--- src/rtl/rr_arbiter4_if.sv ---
// Request/grant bundle between requesters and the round-robin arbiter.
// The master side raises req; the arbiter (slave) returns a one-hot grant.
interface rr_arbiter4_if;
    logic [3:0] req;
    logic [3:0] grant;
    logic       grantValid;

    modport master (
        output req,
        input  grant,
        input  grantValid
    );

    modport slave (
        input  req,
        output grant,
        output grantValid
    );
endinterface

--- src/rtl/rr_arbiter4.sv ---
// Four-way round-robin arbiter with grant locking and optional hold limit.
// Grant and grantValid come straight from flops; grant is 0000 or one-hot.
module rr_arbiter4 #(
    parameter int unsigned MAX_HOLD = 0
) (
    input  logic         clk,
    input  logic         rstN,
    rr_arbiter4_if.slave bus
);
    localparam int HW = (MAX_HOLD < 1) ? 1 : $clog2(MAX_HOLD + 1);

    typedef enum logic {
        IDLE,
        GRANTED
    } state_t;

    state_t        state;
    logic [1:0]    ptr;
    logic [HW-1:0] holdCnt;

    logic [3:0] cand;
    logic [1:0] widx;
    logic       found;
    logic       held;
    logic       expired;

    // The current holder is masked out so a timeout hands off to someone else;
    // on release its req is already low, so the mask changes nothing.
    always_comb begin
        cand  = bus.req & ~bus.grant;
        found = 1'b0;
        widx  = ptr;
        for (int i = 0; i < 4; i++) begin
            if (!found && cand[ptr + 2'(i)]) begin
                found = 1'b1;
                widx  = ptr + 2'(i);
            end
        end
    end

    assign held    = |(bus.req & bus.grant);
    assign expired = (MAX_HOLD != 0) && (32'(holdCnt) == MAX_HOLD - 1);

    always_ff @(posedge clk or negedge rstN) begin
        if (!rstN) begin
            state          <= IDLE;
            ptr            <= '0;
            holdCnt        <= '0;
            bus.grant      <= '0;
            bus.grantValid <= 1'b0;
        end else begin
            unique case (state)
                IDLE: begin
                    if (found) begin
                        state          <= GRANTED;
                        bus.grant      <= 4'(4'b0001 << widx);
                        bus.grantValid <= 1'b1;
                        ptr            <= widx + 2'd1;
                        holdCnt        <= '0;
                    end
                end
                GRANTED: begin
                    if (held && !expired) begin
                        if (holdCnt != '1)
                            holdCnt <= holdCnt + HW'(1);
                    end else if (found) begin
                        bus.grant      <= 4'(4'b0001 << widx);
                        bus.grantValid <= 1'b1;
                        ptr            <= widx + 2'd1;
                        holdCnt        <= '0;
                    end else if (held) begin
                        holdCnt <= '0;
                    end else begin
                        state          <= IDLE;
                        bus.grant      <= '0;
                        bus.grantValid <= 1'b0;
                    end
                end
            endcase
        end
    end
endmodule

--- src/flat_wrapper.sv ---
// flat-port wrapper written by rule: the top's interface ports become plain ports
module rr_arbiter4_flat 
#(
    parameter int unsigned MAX_HOLD = 0
)
  (clk, rstN, bus_req, bus_grant, bus_grantValid);
  rr_arbiter4_if bus_i ();
  input  logic clk;
  input  logic rstN;
  input wire logic [$bits(bus_i.req)-1:0] bus_req;
  output wire logic [$bits(bus_i.grant)-1:0] bus_grant;
  output wire logic [$bits(bus_i.grantValid)-1:0] bus_grantValid;
  assign bus_i.req = bus_req;
  assign bus_grant = bus_i.grant;
  assign bus_grantValid = bus_i.grantValid;
  rr_arbiter4 #(.MAX_HOLD(MAX_HOLD)) u_core (.clk(clk), .rstN(rstN), .bus(bus_i));
endmodule
--- config.mk ---
export PLATFORM = sky130hd
export DESIGN_NAME = rr_arbiter4_flat
export DESIGN_NICKNAME = d
export VERILOG_FILES = /design/src/rtl/rr_arbiter4_if.sv /design/src/rtl/rr_arbiter4.sv /design/src/flat_wrapper.sv
export SDC_FILE = /design/constraint.sdc
export NUM_CORES = 1
export LEC_CHECK = 0
export CAP_MARGIN = 30
export CORE_AREA = 2 2 39 41
export CTS_CLUSTER_SIZE = 20
export DETAILED_ROUTE_END_ITERATION = 10
export DIE_AREA = 0 0 41 43
export GPL_TIMING_DRIVEN = 0
export HOLD_SLACK_MARGIN = 0.12
export PLACE_DENSITY = 0.72
export SYNTH_ARGS = -nofsm -noshare
export SYNTH_HDL_FRONTEND = slang
export SYNTH_SLANG_ARGS = --single-unit
--- constraint.sdc ---
create_clock -name clk -period 3.55 [get_ports clk]
set_input_delay 0.355 -clock clk [delete_from_list [all_inputs] [get_ports clk]]
set_output_delay 0.355 -clock clk [all_outputs]
set_load 0.01 [all_outputs]
==> summary.txt <==
Route
  – Post-route ant nets: 0
  – Vias per cell: 5.50
  – Vias: 440
  – DR WL/cell: approximately 14 um
  – DR WL met2: approximately 500 um
  – Met1 wire length: 553 um
  – Drt drc: 0
  – Metal3 WL: 38 um
  – Top layer in use: met4
  – Post-Route WL: 1110 um
  – DRT Pass-1 Iters: 4
  – Iter 0 DRT Violations: 12

Die
  – Die area: between 0.0015 and 0.002 mm2
  – Chip width: about 40 um
  – Initial core utilization: between 30% and 40%
  – Core Box Area: about 0.0014 mm2
  – IO Pins: 11
  – Row count: 14
  – Die Span Y: 43 um

Logic synthesis
  – Gate Count Post-Synth: between 50 and 60
  – Synth Area in XOR/XNOR: 0%
  – Register bit total from synthesis: 8
  – Synth Area per Inst: about 10 um2
  – Seq/Total Area, Yosys: a little under two fifths
  – Syn nets: 61
  – Yosys warns: 0
  – Mux share of post-synthesis cell area: about 4%
  – Compound-Gate Fraction of Synth Area: slightly below 30%
  – Post-Syn Area: between 500 and 600 um2
  – Simple logic cell fraction of the synthesized area: approximately 19%
  – Adder-Cell Fraction of Synth Area: a little under a tenth
  – Library cells used by synthesis: 23
  – Largest family of logic cells by synthesized area: compound AO/OA/AOI/OAI gates

STA
  – Setup TNS: 0 ns
  – Final hold violation count: 0
  – Slew @ Worst Pin: between 0.3 and 0.4 ns
  – Fin crit period: 2.10 ns
  – Final setup skew: 0.00456 ns
  – Final Max Tran Viols: 0
  – Final setup vio count: 0
  – Fmax: 475 MHz
  – Worst rel slew slack: ~74%
  – Unrepaired setup endpoints after global routing: no
  – Tcrit/Tclk final: 59.2%

Finish
  – Commonest cells after routing, fill and taps aside: 10 x clkdlybuf4s50_1, 8 x dfrtp_1
  – N_diodes: 0
  – Nets: 76
  – Share of layout cells above drive strength 1: a little over a tenth
  – Most common cell after layout, fill and taps aside: clkdlybuf4s50_1
  – Util after Layout: 48.6%
  – Area Growth Syn to Fin: 27.0%

Critical path
  – WP buf/inv: 1
  – CP Depth: 7
  – Worst-path fanout max: 3
  – Worst reg2reg setup slack: 1.62 ns
  – CP Class: in2reg
  – R2R cell count: 6
  – CP most frequent cell: a21oi_1
  – Worst path max stage delay: between 0.4 and 0.5 ns
  – CP max stage cell: clkdlybuf4s50_1
  – Crit path max-delay family: buffers and inverters
  – WP data arrival: between 2 and 2.5 ns
  – CP startpoint kind: input pin
  – Crit end category: flip-flop
  – Critical path cell sequence: clkdlybuf4s50_1, nor3b_1, a21oi_1, a21oi_1, a21oi_1, ha_1, mux2_1
  – Critical path required time: roughly 3.7 ns

Global route
  – Vias in the first global route: 409
  – Initial antenna violation count: 0
  – Largest net degree at the start of global routing: 9
  – Total gr overflow: 0
  – GRT Total Usage: between 10% and 20%
  – First-pass GRT wire length: ~1700 um

Clocking
  – Clk pin slew, worst setup/hold paths: roughly 0.060 ns
  – Buffer levels on the longest clock path: 2
  – Setup bufs post-CTS: 0
  – CTS Hold Bufs: 0
  – Root buffer cell: clkbuf_4
  – Clk_lat worst skew: about 0.25 ns
  – TritonCTS buffer count: 3
  – Clk sinks: 8
  – Max H-tree Level: 1
  – PostCTS Resize Cnt: 0
  – CTS tree: built

Placement
  – I/O Buffers: 10
  – DPL Wire Length: 860 um
  – GPL Wtd Cong: about 0.85

Power and ir drop
  – PD cells: 811 mW/mm2
  – Leak: roughly 0.28 nW
  – Max VDD drop: between 0.3 and 0.4 mV

Hold path
  – Worst min-delay path class: in2async

Outcome
  – Status: finished clean

Flow run
  – MaxCap Viol Count: 0
[metrics by stage]
step / setup WS [ns] / cells / hold WS (ns) / total power, mW / instance area [um2]
2_1_floorplan: 1.78 / 51 / 0.0594 / 0.376 / 529
3_3_place_gp: 1.21 / 77 / 0.518 / 0.472 / 649
3_5_place_dp: 1.19 / 77 / 0.535 / 0.477 / 649
4_1_cts: 1.46 / 80 / 0.378 / 0.550 / 672
5_1_grt: 1.30 / 80 / 0.398 / 0.585 / 672
6_report: 1.45 / 80 / 0.368 / 0.545 / 672
[Yosys cell counts]
library cell | count | area share, %
nor2_1 | 4 | 2.8
nand2_1 | 4 | 2.8
nor3b_1 | 2 | 2.8
or2_1 | 1 | 1.2
a211oi_1 | 1 | 1.4
a21oi_1 | 4 | 3.8
mux2_1 | 1 | 2.1
nor2b_1 | 3 | 3.5
nor2b_2 | 1 | 1.7
ha_1 | 4 | 9.5
mux2i_1 | 1 | 1.9
o22ai_1 | 1 | 1.2
o21bai_4 | 1 | 3.5
a21o_1 | 1 | 1.4
a22o_1 | 4 | 6.6
a21oi_2 | 1 | 1.7
nand2b_1 | 2 | 2.4
o32ai_1 | 1 | 1.7
a21boi_1 | 1 | 1.4
or4_4 | 1 | 2.1
dfrtp_1 | 8 | 38
o32a_1 | 2 | 3.8
a22oi_1 | 2 | 2.8
[kinds of logic after synthesis]
family                     after synthesis
AOI/OAI and AO/OA                       19
adders and majority gates                4
DFF                                      8
muxes                                    2
and+or+nand+nor                         18
[worst paths after layout]
check | from | endpoint
max | bus_req[2] | u_core.ptr[1]$_DFFE_PN0P_
min | rstN | u_core.state$_DFF_PN0_
max reg2reg | u_core.bus.grant[2]$_DFFE_PN0P_ | u_core.ptr[1]$_DFFE_PN0P_
min reg2reg | u_core.state$_DFF_PN0_ | u_core.bus.grantValid$_DFFE_PN0P_
max in group asynchronous | rstN | u_core.bus.grant[0]$_DFFE_PN0P_
min in group clk | u_core.state$_DFF_PN0_ | u_core.bus.grantValid$_DFFE_PN0P_
[report_power, final]
group          leakage (nW)  switching (mW)  internal [mW]
Clock                0.0138          0.0312         0.0387
Sequential           0.0939          0.0444          0.128
Combinational         0.168           0.143          0.159
Total                 0.276           0.219          0.326
[final cells by class]
type / instances / area (um2)
well taps: 16 / 20.0
repair buffers: 10 / 100
flip-flops and latches: 8 / 200
clock buffers: 3 / 22.5
fillers: 137 / 712
multi-input cells: 43 / 329
[layer usage]
metal	up-vias	GRT usage (%)
met4	0	10.0
li1	222	-
met1	206	20.3
met5	-	0
met3	2	1.57
met2	10	21.6
[sequential cells by signal, summed over array words and instances (netlist names)]
register,flops
u_core.bus.grant,4
u_core.ptr,2
u_core.bus.grantValid,1
u_core.state,1
Power figures use the tool's default switching activity.
